==> src/rtl/lcd_pkg.sv <==
// Shared definitions for the LCD command arbiter: FSM states, HD44780 init
// opcodes, default phase timings and the phase-length clamp.
package lcd_pkg;

  typedef enum logic [2:0] {
    ST_INIT_WAIT,
    ST_INIT_CMD,
    ST_ARB,
    ST_SETUP,
    ST_PULSE,
    ST_HOLD,
    ST_EXEC
  } lcd_state_e;

  localparam logic [7:0] INIT_FUNC_SET = 8'h38;
  localparam logic [7:0] INIT_DISP_ON  = 8'h0F;
  localparam logic [7:0] INIT_ENTRY    = 8'h06;
  localparam logic [7:0] INIT_CLEAR    = 8'h01;

  localparam logic [7:0] CMD_CLEAR = 8'h01;
  localparam logic [7:0] CMD_HOME  = 8'h02;

  localparam int DEF_INIT_DLY      = 70;
  localparam int DEF_SETUP_CYC     = 2;
  localparam int DEF_EN_CYC        = 4;
  localparam int DEF_HOLD_CYC      = 2;
  localparam int DEF_EXEC_CYC      = 30;
  localparam int DEF_LONG_EXEC_CYC = 100;

  function automatic logic [7:0] init_cmd(input logic [1:0] idx);
    case (idx)
      2'd0:    return INIT_FUNC_SET;
      2'd1:    return INIT_DISP_ON;
      2'd2:    return INIT_ENTRY;
      default: return INIT_CLEAR;
    endcase
  endfunction

  // A zero-length phase would never terminate on the down-counter, so clamp to 1.
  function automatic logic [15:0] phase_len(input int cyc);
    if (cyc <= 0)
      return 16'd1;
    else if (cyc > 65535)
      return 16'hFFFF;
    else
      return cyc[15:0];
  endfunction

endpackage

==> src/rtl/lcd_rr_arb2.sv <==
// Two-way round-robin arbiter: one-hot grant, pointer advances only on accept.
module lcd_rr_arb2 (
  input  logic       clk,
  input  logic       reset,
  input  logic [1:0] i_req,
  input  logic       i_accept,
  output logic [1:0] o_grant
);

  logic r_last;

  always_comb begin
    o_grant = i_req;
    if (i_req == 2'b11)
      o_grant = r_last ? 2'b01 : 2'b10;
  end

  // r_last = 1 means requester 1 was served last, so requester 0 goes first.
  always_ff @(posedge clk or posedge reset) begin
    if (reset)
      r_last <= 1'b1;
    else if (i_accept && (o_grant != 2'b00))
      r_last <= o_grant[1];
  end

endmodule

==> src/rtl/lcd_cmd_arbiter.sv <==
// Shares one HD44780-style LCD write port between two requesters after
// running the power-up init sequence; all phases timed by one down-counter.
module lcd_cmd_arbiter
  import lcd_pkg::*;
#(
  parameter int INIT_DLY      = DEF_INIT_DLY,
  parameter int SETUP_CYC     = DEF_SETUP_CYC,
  parameter int EN_CYC        = DEF_EN_CYC,
  parameter int HOLD_CYC      = DEF_HOLD_CYC,
  parameter int EXEC_CYC      = DEF_EXEC_CYC,
  parameter int LONG_EXEC_CYC = DEF_LONG_EXEC_CYC
) (
  input  logic       clk,
  input  logic       reset,
  input  logic       req0,
  input  logic       req1,
  input  logic       rs0,
  input  logic       rs1,
  input  logic [7:0] data0,
  input  logic [7:0] data1,
  output logic       ack0,
  output logic       ack1,
  output logic       init_done,
  output logic       busy,
  output logic       lcd_en,
  output logic       lcd_rs,
  output logic       lcd_rw,
  output logic [7:0] lcd_data
);

  lcd_state_e  r_state;
  logic [15:0] r_cnt;
  logic [1:0]  r_idx;
  logic        r_rs;
  logic [7:0]  r_data;
  logic        r_ack0;
  logic        r_ack1;
  logic        r_init_done;

  logic [1:0]  w_grant;
  logic        w_accept;
  logic        w_cnt_end;
  logic        w_on_bus;
  logic [15:0] w_exec_len;

  assign w_accept  = (r_state == ST_ARB) && (req0 || req1);
  assign w_cnt_end = (r_cnt <= 16'd1);
  assign w_on_bus  = (r_state == ST_INIT_CMD) || (r_state == ST_SETUP) ||
                     (r_state == ST_PULSE)    || (r_state == ST_HOLD);

  assign w_exec_len = (!r_rs && ((r_data == CMD_CLEAR) || (r_data == CMD_HOME)))
                      ? phase_len(LONG_EXEC_CYC) : phase_len(EXEC_CYC);

  lcd_rr_arb2 u_arb (
    .clk      (clk),
    .reset    (reset),
    .i_req    ({req1, req0}),
    .i_accept (w_accept),
    .o_grant  (w_grant)
  );

  // Outputs decode from state so reset forces them low without waiting a clock.
  assign lcd_en    = (r_state == ST_PULSE);
  assign lcd_rs    = w_on_bus ? r_rs : 1'b0;
  assign lcd_data  = w_on_bus ? r_data : 8'h00;
  assign lcd_rw    = 1'b0;
  assign ack0      = r_ack0;
  assign ack1      = r_ack1;
  assign init_done = r_init_done;
  assign busy      = !((r_state == ST_ARB) && r_init_done);

  // INIT_CMD doubles as the setup phase for the four init writes.
  always_ff @(posedge clk or posedge reset) begin
    if (reset) begin
      r_state     <= ST_INIT_WAIT;
      r_cnt       <= phase_len(INIT_DLY);
      r_idx       <= 2'd0;
      r_rs        <= 1'b0;
      r_data      <= 8'h00;
      r_ack0      <= 1'b0;
      r_ack1      <= 1'b0;
      r_init_done <= 1'b0;
    end else begin
      r_ack0 <= 1'b0;
      r_ack1 <= 1'b0;
      case (r_state)
        ST_INIT_WAIT: begin
          if (w_cnt_end) begin
            r_state <= ST_INIT_CMD;
            r_cnt   <= phase_len(SETUP_CYC);
            r_rs    <= 1'b0;
            r_data  <= init_cmd(r_idx);
          end else begin
            r_cnt <= r_cnt - 16'd1;
          end
        end
        ST_INIT_CMD, ST_SETUP: begin
          if (w_cnt_end) begin
            r_state <= ST_PULSE;
            r_cnt   <= phase_len(EN_CYC);
          end else begin
            r_cnt <= r_cnt - 16'd1;
          end
        end
        ST_ARB: begin
          if (w_accept) begin
            r_state <= ST_SETUP;
            r_cnt   <= phase_len(SETUP_CYC);
            r_rs    <= w_grant[1] ? rs1 : rs0;
            r_data  <= w_grant[1] ? data1 : data0;
            r_ack0  <= w_grant[0];
            r_ack1  <= w_grant[1];
          end
        end
        ST_PULSE: begin
          if (w_cnt_end) begin
            r_state <= ST_HOLD;
            r_cnt   <= phase_len(HOLD_CYC);
          end else begin
            r_cnt <= r_cnt - 16'd1;
          end
        end
        ST_HOLD: begin
          if (w_cnt_end) begin
            r_state <= ST_EXEC;
            r_cnt   <= w_exec_len;
          end else begin
            r_cnt <= r_cnt - 16'd1;
          end
        end
        ST_EXEC: begin
          if (!w_cnt_end) begin
            r_cnt <= r_cnt - 16'd1;
          end else if (r_init_done) begin
            r_state <= ST_ARB;
          end else if (r_idx == 2'd3) begin
            r_state     <= ST_ARB;
            r_init_done <= 1'b1;
          end else begin
            r_state <= ST_INIT_CMD;
            r_idx   <= r_idx + 2'd1;
            r_cnt   <= phase_len(SETUP_CYC);
            r_data  <= init_cmd(r_idx + 2'd1);
          end
        end
        default: r_state <= ST_INIT_WAIT;
      endcase
    end
  end

endmodule

==> config.mk <==
export PLATFORM = sky130hd
export DESIGN_NAME = lcd_cmd_arbiter
export DESIGN_NICKNAME = d
export VERILOG_FILES = /design/src/rtl/lcd_pkg.sv /design/src/rtl/lcd_rr_arb2.sv /design/src/rtl/lcd_cmd_arbiter.sv
export SDC_FILE = /design/constraint.sdc
export NUM_CORES = 1
export LEC_CHECK = 0
export ABC_AREA = 1
export BUFFER_PORTS_ARGS = -buffer_cell sky130_fd_sc_hd__buf_2
export CELL_PAD_IN_SITES_DETAIL_PLACEMENT = 0
export CELL_PAD_IN_SITES_GLOBAL_PLACEMENT = 1
export CORE_MARGIN = 2
export CORE_UTILIZATION = 41
export CTS_CLUSTER_DIAMETER = 30
export CTS_CLUSTER_SIZE = 30
export DETAILED_ROUTE_END_ITERATION = 7
export PLACE_DENSITY = 0.81
export SLEW_MARGIN = 25
export SYNTH_ARGS = -nofsm -noshare
export SYNTH_HDL_FRONTEND = slang
export SYNTH_HIERARCHICAL = 1
export SYNTH_SLANG_ARGS = --single-unit
==> constraint.sdc <==
create_clock -name clk -period 2.1 [get_ports clk]
set_clock_uncertainty 0.1 [all_clocks]
set_input_delay 0 -clock clk [delete_from_list [all_inputs] [get_ports clk]]
set_output_delay 0 -clock clk [all_outputs]
set_load 0.005 [all_outputs]
==> out/metrics.cfg, run 1 <==
[synth]
yosysUniqueCellTypes=41
synth_edf_count=0
synth-seq-cells=34
syn_avg_cell_area_um2=6.63
yosysMostFrequentCell=nand2_1
yosys_warnings=6
synth_top_area_share_pct=29.6
synth_ff_type=dfrtp_1
async_reset_ff_share_pct=100
yosys-top-cells-count=nand2_1, nor2_1, inv_1
synthCells=383
yosys.area.top_type=dfrtp_1
syn_area_mm2=0.00254
synth-seq-area-share_pct=33.7
synth_area_leaders=dfrtp_1, nand2_1, nor2_1
syn_nets=413

[worst_hold_path]
whs_path_depth=5
hold_path_class=in2reg
whs_endpoint=r_data[3]
hp-start=data0[3]

[die]
start_util_pct=42.6
core_mm2=0.00596
die_h_um=82.7
die-area_mm2=0.00684
die_w_um=82.7
row_count=28
ios=37

[layout]
antenna_cells=0
num-nets-final=471
area_delta_synth_final_pct=21.0
final_area_mm2=0.00307
nFillCells=613
final_core_util_pct=51.6
drive_above_1_share_pct=20.4

[setup_path]
start_kind=primary input
crit_family=buffers and inverters
r2r_start=r_cnt[1]
cp.arrival_ps=2060
max_stage_delay_ps=550
crit_buf_inv=5
crit_required_ps=2180
worstSetupEndpointType=flip-flop
reg2reg_to=r_cnt[7]
crit_path_frequent_cell=nand2_1
worstSetupPathType=in2reg
rr_worst_depth=11
slowest_stage=dlygate4sd3_1
r2r_slack_ps=140
critPathMaxFanout=9
cp_cell_sequence=dlygate4sd3_1 -> buf_2 -> a21boi_1 -> clkinv_1 -> buf_4 -> nand2_1 -> nand2_1 -> nand2_1 -> dlygate4sd3_1 -> o21ai_1

[route]
wl_per_cell_um=13.3
viasPerCell=4.89
antenna_left=0
dr.pass1.iters=4
drt_iter0_markers=134
drc=0
wl_mm=6.89
via_count=2527

[run_status]
status=finished, final reports clean

[timing]
hold_viol=0
fin_crit_sh_pct=94.3
rsz0062_at_grt=yes
max_freq_mhz=505
slew_viol_final=0
finalSetupViolations=0
fin_crit_ps=1980

[clock_network]
cts_made_buffers=5
htreeDepth=2
cts_sinks=34
clk_path_buf_depth=2
clock_latency_ps=290
clk_pin_slew_ps=80
cts_tree=yes
cts-root-buf=clkbuf_8

[place]
dp.final_hpwl_mm=5.20
io_buffers=35
placed_cell_area_mm2=0.00285
gp_congestion=0.834

[pwr]
power_mw=1.24
leakage_nw=1.64
irDropWorstVdd_mv=0.255
p_per_area_mw_per_mm2=402

[global_route]
grt.total_usage_pct=21.4
first_global_vias=2274
grt_first_pass_wirelength_mm=10.9
grt_max_degree=34
antenna_found_initial=0
grt-ovfl-total=0

[job]
drv_cap=0

==> worst max-delay path by stage <==
| stage | start | end | cells past startpoint |
|---|---|---|---|
| finish | req1 | r_data[7] | 10 |
| global route | r_cnt[1] | r_cnt[1] | 10 |
| CTS | req0 | r_data[7] | 10 |
| detailed placement | r_cnt[1] | r_cnt[8] | 8 |
| global placement | r_cnt[1] | r_cnt[8] | 8 |
| floorplan | r_cnt[1] | r_cnt[3] | 11 |
==> layer usage <==
| layer | GRT usage [%] | up-vias | routed length, um |
|---|---|---|---|
| li1 | - | 1327 | - |
| met1 | 26.6 | 1148 | 3120 |
| met2 | 38.8 | 46 | 3460 |
| met3 | 3.37 | 6 | 257 |
| met4 | 5.25 | 0 | 59 |
| met5 | 0 | - | 0 |
==> cells by family after synthesis <==
| family | synth area share (%) |
|---|---|
| and+or+nand+nor | 38.3 |
| DFF | 33.7 |
| adders and majority gates | 3.94 |
| xor gates and xnor gates | 1.38 |
| buffers and inverters | 9.17 |
| other | 0.148 |
| AOI/OAI and AO/OA | 13.4 |
==> cell type report <==
| type | count | area [um^2] | share of cell area, % |
|---|---|---|---|
| clock buffers | 7 | 86.3 | 2.81 |
| inverters | 46 | 178 | 5.78 |
| multi-input cells | 294 | 1460 | 47.6 |
| clock inverters | 1 | 5.00 | 0.163 |
| flip-flops and latches | 34 | 856 | 27.9 |
| repair buffers | 60 | 392 | 12.7 |
| well taps | 75 | 93.8 | 3.05 |
==> worst reg2reg max path, cell delays in order (launching register included) <==
cell and delay (ps):
dfstp_2 530, inv_1 60, ha_1 190, or2_1 260, nand2_2 90, nor2_4 50
nand2_4 110, nand2_2 70, buf_4 150, a21oi_1 110, nor2_1 60, a21oi_1 120
==> placed cells by master (no fill, tap or decap), types with 4 or more instances in the layout <==
| master | netlist | layout |
|---|---|---|
| inv_2 | 4 | 4 |
| nor2_1 | 70 | 70 |
| buf_4 | 2 | 14 |
| dlygate4sd3_1 | 0 | 10 |
| o21ai_0 | 14 | 12 |
| buf_2 | 3 | 35 |
| nand3_1 | 14 | 14 |
| o21ai_1 | 9 | 11 |
| nand2_2 | 3 | 6 |
| nand2_1 | 120 | 117 |
| nor2_4 | 4 | 4 |
| nand4_1 | 6 | 6 |
| ha_1 | 8 | 8 |
| clkbuf_8 | 0 | 6 |
| a21oi_1 | 9 | 9 |
| a21oi_2 | 6 | 6 |
| dfstp_2 | 4 | 4 |
| inv_1 | 41 | 40 |
| dfrtp_1 | 30 | 30 |
==> timing repair <==
| item | 4_1_cts | 5_1_grt |
|---|---|---|
| resized for setup | 0 | 12 |
| hold endpoints to repair | 36 | 0 |
| hold buffers | 10 | 0 |
| endpoints found under the setup margin | 0 | 16 |
| buffers inserted | 0 | 2 |
==> registers in the layout, indices dropped and copies added (netlist names) <==
name,cells
r_cnt,16
r_state,3
r_rs,1
u_arb/r_last,1
r_idx,2
ack1,1
ack0,1
r_data,8
init_done,1
==> stage by stage <==
step	TNS (ps)	hold slack [ps]	setup slack, ps	cells
after floorplan	0	-210	164	383
after detailed placement	0	-90.8	67.6	497
final	0	67.3	120	517
after CTS	0	63.7	20.1	515
after global routing	-21.2	99.9	-21.2	517
after global placement	0	-94.2	108	497
==> where the power goes <==
part	internal (mW)	switching (mW)
clock	0.265	0.247
sequential	0.655	0
combinational	0.0329	0.0362
total	0.952	0.283
No activity file was read; power rests on OpenSTA's default activity.
==> inputs of run 2 (changes only) <==
- PLACE_DENSITY: 0.81 -> default
- PLACE_DENSITY_LB_ADDON: default -> 0.25
==> run 2 against run 1 <==
Compared with the run above:
- flip-flop and latch count unchanged
- die area unchanged
- worst hold slack worse by 20 ps
- highest routed layer unchanged
==> out/metrics.cfg, run 2 (synthesized netlist as in run 1, its figures left out) <==
[setup_path]
slowest_stage=dfstp_2
critPathMaxFanout=7  ; -2
worstSetupPathType=reg2reg
rr_worst_depth=12  ; +1
crit_family=simple AND/OR/NAND/NOR gates
reg2reg_to=r_state[2]
r2r_start=r_cnt[1]
max_stage_delay_ps=530  ; -20 ps
r2r_slack_ps=140  ; about the same
start_kind=flip-flop
worstSetupEndpointType=flip-flop
cp.arrival_ps=2070  ; about the same
cp_cell_sequence=inv_1 -> ha_1 -> or2_1 -> nand2_2 -> nor2_4 -> nand2_4 -> nand2_1 -> inv_2 -> nand2_1 -> nand2_2 -> nand2_1 -> o21ai_1
crit_path_frequent_cell=nand2_1
crit_required_ps=2210  ; +30 ps
crit_buf_inv=2  ; -3

[layout]
largest_reg_flops=16  ; unchanged
finalNonFillerCells=516  ; -0.19%
top_regs=r_cnt: 16 flops, r_data: 8 flops, r_state: 3 flops
nFillCells=616  ; +0.49%
drive_above_1_share_pct=20.4  ; +0.046 points
regMostFlops=r_cnt
final_common_cell=nand2_1
final_area_mm2=0.00308  ; +0.12%
num-nets-final=470  ; -0.21%
final_core_util_pct=51.7  ; +0.063 points
antenna_cells=0  ; unchanged
area_delta_synth_final_pct=21.2
layout_common_cells=nand2_1, nor2_1, inv_1

[clock_network]
cts_made_buffers=5  ; unchanged
clock_latency_ps=290  ; about the same
cts_tree=yes
clk_pin_slew_ps=70  ; about the same
clk_path_buf_depth=2  ; unchanged
cts-root-buf=clkbuf_8
cts_sinks=34  ; unchanged
htreeDepth=2  ; unchanged

[die]
die_w_um=82.7  ; unchanged
ios=37  ; unchanged
row_count=28  ; unchanged
start_util_pct=42.6  ; unchanged
die_h_um=82.7  ; unchanged
die-area_mm2=0.00684  ; unchanged
core_mm2=0.00596  ; unchanged

[timing]
hold_viol=0  ; unchanged
fin_crit_sh_pct=93.5  ; -0.81 points
timing.final.ws_setup_ps=137  ; +16.9 ps
finalSetupViolations=0  ; unchanged
max_freq_mhz=510  ; +0.86%
finalSetupTns_ps=0  ; unchanged
rsz0062_at_grt=no
hold-worst-slack_ps=47.1  ; -20.2 ps
slew_viol_final=0  ; unchanged
fin_crit_ps=1960  ; -16.9 ps

[global_route]
grt_max_degree=34  ; unchanged
grt_first_pass_wirelength_mm=11.4  ; +4.2%
antenna_found_initial=0  ; unchanged
grt.total_usage_pct=22.2  ; +0.79 points
grt-ovfl-total=0  ; unchanged
first_global_vias=2386  ; +4.9%

[pwr]
p_switching_mw=0.279  ; -1.6%
seqPwrFrac_pct=53.0  ; about the same
p_clk_share_pct=41.1  ; -0.3 points
netSwitchingFraction_pct=22.6  ; -0.35 points
p_int_mw=0.956  ; +0.36%
p_per_area_mw_per_mm2=401  ; -0.22%
leakage_nw=1.64  ; +0.17%
power_mw=1.23  ; about the same
combPwrFrac_pct=5.9  ; +0.3 points
irDropWorstVdd_mv=0.213  ; -16%

[route]
wl_per_cell_um=13.2  ; -1.2%
viasPerCell=4.91  ; +0.47%
drc=0  ; unchanged
drt_iter0_markers=122  ; -9.0%
via_count=2534  ; +0.28%
dr.pass1.iters=4  ; unchanged
wl_mm=6.80  ; -1.4%
antenna_left=0  ; unchanged

[place]
pre_cts_slack_ps=98.7  ; +31.2 ps
placed_cell_area_mm2=0.00284  ; -0.26%
placedCellCount=496  ; -0.20%
gp_congestion=0.794  ; -4.8%
dp.final_hpwl_mm=5.17  ; -0.52%
io_buffers=35  ; unchanged

[worst_hold_path]
whs_endpoint=r_data[3]
hp-start=data1[3]
whs_path_depth=5  ; unchanged
hold_path_class=in2reg

[job]
drv_cap=0  ; unchanged

[run_status]
status=finished, final reports clean

[run 2: routing by layer]
metal | vias up | wire length (um) | global-route usage [%]
li1 | 1319 | - | -
met1 | 1141 | 3080 | 28.2
met2 | 62 | 3330 | 39.8
met3 | 12 | 256 | 2.72
met4 | 0 | 131 | 5.74
met5 | - | 0 | 0
[run 2: worst register-to-register path: stages, from the launching register on]
cell and delay [ps]:
dfstp_2 530, inv_1 60, ha_1 190, or2_1 260, nand2_2 90, nor2_4 50, nand2_4 110, nand2_1 90
inv_2 90, nand2_1 60, nand2_2 110, nand2_1 80, o21ai_1 90
[run 2: repair_timing]
action | 4_1_cts | 5_1_grt
hold endpoints to repair | 36 | 0
setup endpoints to repair | 0 | 15
hold buffers | 10 | 0
setup buffers | 0 | 2
gates resized for setup | 0 | 15
[run 2: layout make-up]
| type | instances | area (um^2) | share of cell area [%] |
|---|---|---|---|
| Multi-Input combinational cell | 294 | 1470 | 47.9 |
| Sequential cell | 34 | 856 | 27.8 |
| Timing Repair Buffer | 59 | 384 | 12.5 |
| Inverter | 46 | 178 | 5.77 |
| Tap cell | 75 | 93.8 | 3.05 |
| Clock buffer | 7 | 86.3 | 2.81 |
| Clock inverter | 1 | 5.00 | 0.163 |
[run 2: how the worst max path moves through the flow]
stage	startpoint	depth (start not counted)	endpoint
6_report	r_cnt[1]	12	r_state[2]
5_1_grt	r_cnt[1]	12	r_state[2]
4_1_cts	req0	10	r_data[7]
3_5_place_dp	r_cnt[1]	12	r_state[2]
3_3_place_gp	r_cnt[1]	8	r_cnt[8]
2_1_floorplan	r_cnt[1]	11	r_cnt[3]
[run 2: power by group through the flow]
stage | Sequential [mW] | Clock (mW) | Combinational (mW)
after floorplan | 0.667 | 0 | 0.0292
after global placement | 0.667 | 0 | 0.0594
after detailed placement | 0.667 | 0 | 0.0596
after CTS | 0.655 | 0.516 | 0.0730
after global routing | 0.654 | 0.553 | 0.0859
final | 0.655 | 0.507 | 0.0728
==> inputs of run 3 (changes only) <==
- clock period: 2.1 -> 2 ns (I/O delays scaled with it)
==> run 3 against run 2 <==
Compared with the run above:
- sequential power rose by 5.0%
- sequential share of layout area fell by 0.80 points
- design area rose by 3.0%
- critical path type unchanged
- critical endpoint is now r_cnt[7]
==> out/metrics.cfg, run 3 (synthesized netlist as in run 1, its figures left out) <==
[layout]
area_delta_synth_final_pct=24.8
final_core_util_pct=53.2  ; +1.5 points
top_regs=r_cnt: 16 flops, r_data: 8 flops, r_state: 3 flops
antenna_cells=0  ; unchanged
final_common_cell=nand2_1
finalNonFillerCells=522  ; +1.2%
num-nets-final=476  ; +1.3%
drive_above_1_share_pct=24.2  ; +3.8 points
layout_common_cells=nand2_1, nor2_1, inv_1
regMostFlops=r_cnt
final_area_mm2=0.00317  ; +3.0%
largest_reg_flops=16  ; unchanged

[timing]
slew_viol_final=0  ; unchanged
hold_viol=0  ; unchanged
hold-worst-slack_ps=53.0  ; +5.94 ps
finalSetupViolations=0  ; unchanged
slew_headroom_pct=66.6
timing.final.ws_setup_ps=90.1  ; -47.3 ps
fin_crit_sh_pct=95.5  ; +2.0 points
rsz0062_at_grt=yes
fin_crit_ps=1910  ; -52.7 ps
max_freq_mhz=524  ; +2.8%
tightest_slew_ps=494

[die]
row_count=28  ; unchanged
die_h_um=82.7  ; unchanged
ios=37  ; unchanged
die_w_um=82.7  ; unchanged
start_util_pct=42.6  ; unchanged
core_mm2=0.00596  ; unchanged
die-area_mm2=0.00684  ; unchanged

[pwr]
seqPwrFrac_pct=53.2  ; +0.2 points
p_clk_share_pct=41.0  ; about the same
combPwrFrac_pct=5.8  ; about the same
p_switching_mw=0.290  ; +4.0%
irDropWorstVdd_mv=0.308  ; +45%
netSwitchingFraction_pct=22.4  ; -0.15 points
p_per_area_mw_per_mm2=408  ; +1.7%
leakage_nw=1.66  ; +1.0%
p_int_mw=1.00  ; +4.9%

[route]
via_count=2572  ; +1.5%
viasPerCell=4.93  ; +0.33%
dr.pass1.iters=4  ; unchanged
antenna_left=0  ; unchanged
wl_per_cell_um=13.1  ; -0.34%
drc=0  ; unchanged
wl_mm=6.85  ; +0.82%
drt_iter0_markers=120  ; -1.6%

[place]
dp.final_hpwl_mm=5.12  ; -1.0%
io_buffers=35  ; unchanged
placedCellCount=501  ; +1.0%
gp_congestion=0.826  ; +4.1%
placed_cell_area_mm2=0.00288  ; +1.3%
pre_cts_slack_ps=22.6  ; -76.1 ps

[global_route]
grt_first_pass_wirelength_mm=11.1  ; -2.4%
grt_max_degree=34  ; unchanged
antenna_found_initial=0  ; unchanged
grt.total_usage_pct=21.8  ; -0.44 points
grt-ovfl-total=0  ; unchanged
first_global_vias=2415  ; +1.2%

[setup_path]
cp.arrival_ps=2020  ; -50 ps
critPathMaxFanout=6  ; -1
crit_required_ps=2110  ; -100 ps
worstSetupPathType=reg2reg
worstSetupEndpointType=flip-flop
start_kind=flip-flop

[clock_network]
htreeDepth=2  ; unchanged
clock_latency_ps=290  ; about the same
clk_pin_slew_ps=70  ; about the same
cts_made_buffers=5  ; unchanged
cts_sinks=34  ; unchanged
cts-root-buf=clkbuf_8
clk_path_buf_depth=2  ; unchanged
cts_tree=yes

[run_status]
status=finished, final reports clean

[worst_hold_path]
hold_path_class=in2reg

[job]
drv_cap=0  ; unchanged

## run 3: cell types whose count changed in the layout (fill, tap and decap cells not counted), moves of 2 or more
cell | previous run | this run
nor2_1 | 70 | 65
inv_1 | 40 | 38
buf_4 | 13 | 18
nor2_2 | 0 | 5
ha_2 | 0 | 2
ha_1 | 8 | 6
inv_2 | 4 | 6
## run 3: worst paths after layout
path	slack [ps]	to	startpoint	cells past startpoint
worst max-delay path	90	r_cnt[7]	r_cnt[1]	11
worst min register to register	380	u_arb/r_last	u_arb/r_last	2
max in group asynchronous	1190	r_cnt[2]	reset	4
min in group asynchronous	160	u_arb/r_last	reset	3
worst min-delay path	50	r_data[3]	data1[3]	5
worst max register to register	90	r_cnt[7]	r_cnt[1]	11
## run 3: power by group through the flow
| stage | sequential (mW) | clock [mW] | combinational, mW |
|---|---|---|---|
| CTS | 0.688 | 0.546 | 0.0761 |
| floorplan | 0.701 | 0 | 0.0307 |
| detailed placement | 0.701 | 0 | 0.0629 |
| global placement | 0.701 | 0 | 0.0627 |
| finish | 0.688 | 0.529 | 0.0753 |
| global route | 0.687 | 0.575 | 0.0887 |
## run 3: metrics by stage
stage,total power [mW],setup TNS (ps)
floorplan,0.731,0
global placement,0.763,0
detailed placement,0.763,0
CTS,1.31,0
global route,1.35,-55.3
finish,1.29,0
## run 3: area by class of cell
type | count | area, um^2
Fill cell | 603 | 2790
Multi-Input combinational cell | 295 | 1520
Sequential cell | 34 | 856
Timing Repair Buffer | 64 | 432
Inverter | 46 | 178
Tap cell | 75 | 93.8
Clock buffer | 7 | 86.3
Clock inverter | 1 | 5.00
## run 3: critical path: stages, from the launching register on
cell and delay (ps):
dfstp_2 540, inv_2 50, ha_2 170, or2_1 250, nand2_2 90, nor2_4 50
nand2_4 110, nand2_2 80, buf_6 130, a21oi_2 90, nor2_1 50, a21oi_1 130
## run 3: timing repair
action	CTS	global route
buffers inserted	0	3
endpoints found under the setup margin	1	27
hold buffers	9	0
cloned	0	1
hold endpoints to repair	36	0
pin swaps	0	3
resized for setup	2	29
## run 3: metal layers
metal  track usage (%)  vias up  part of all wire, %
met3              3.15       10                  3.3
met1              26.8     1178                   45
met5                 0        -                    0
li1                  -     1327                    -
met4              7.21        0                  1.5
met2              38.9       57                   50
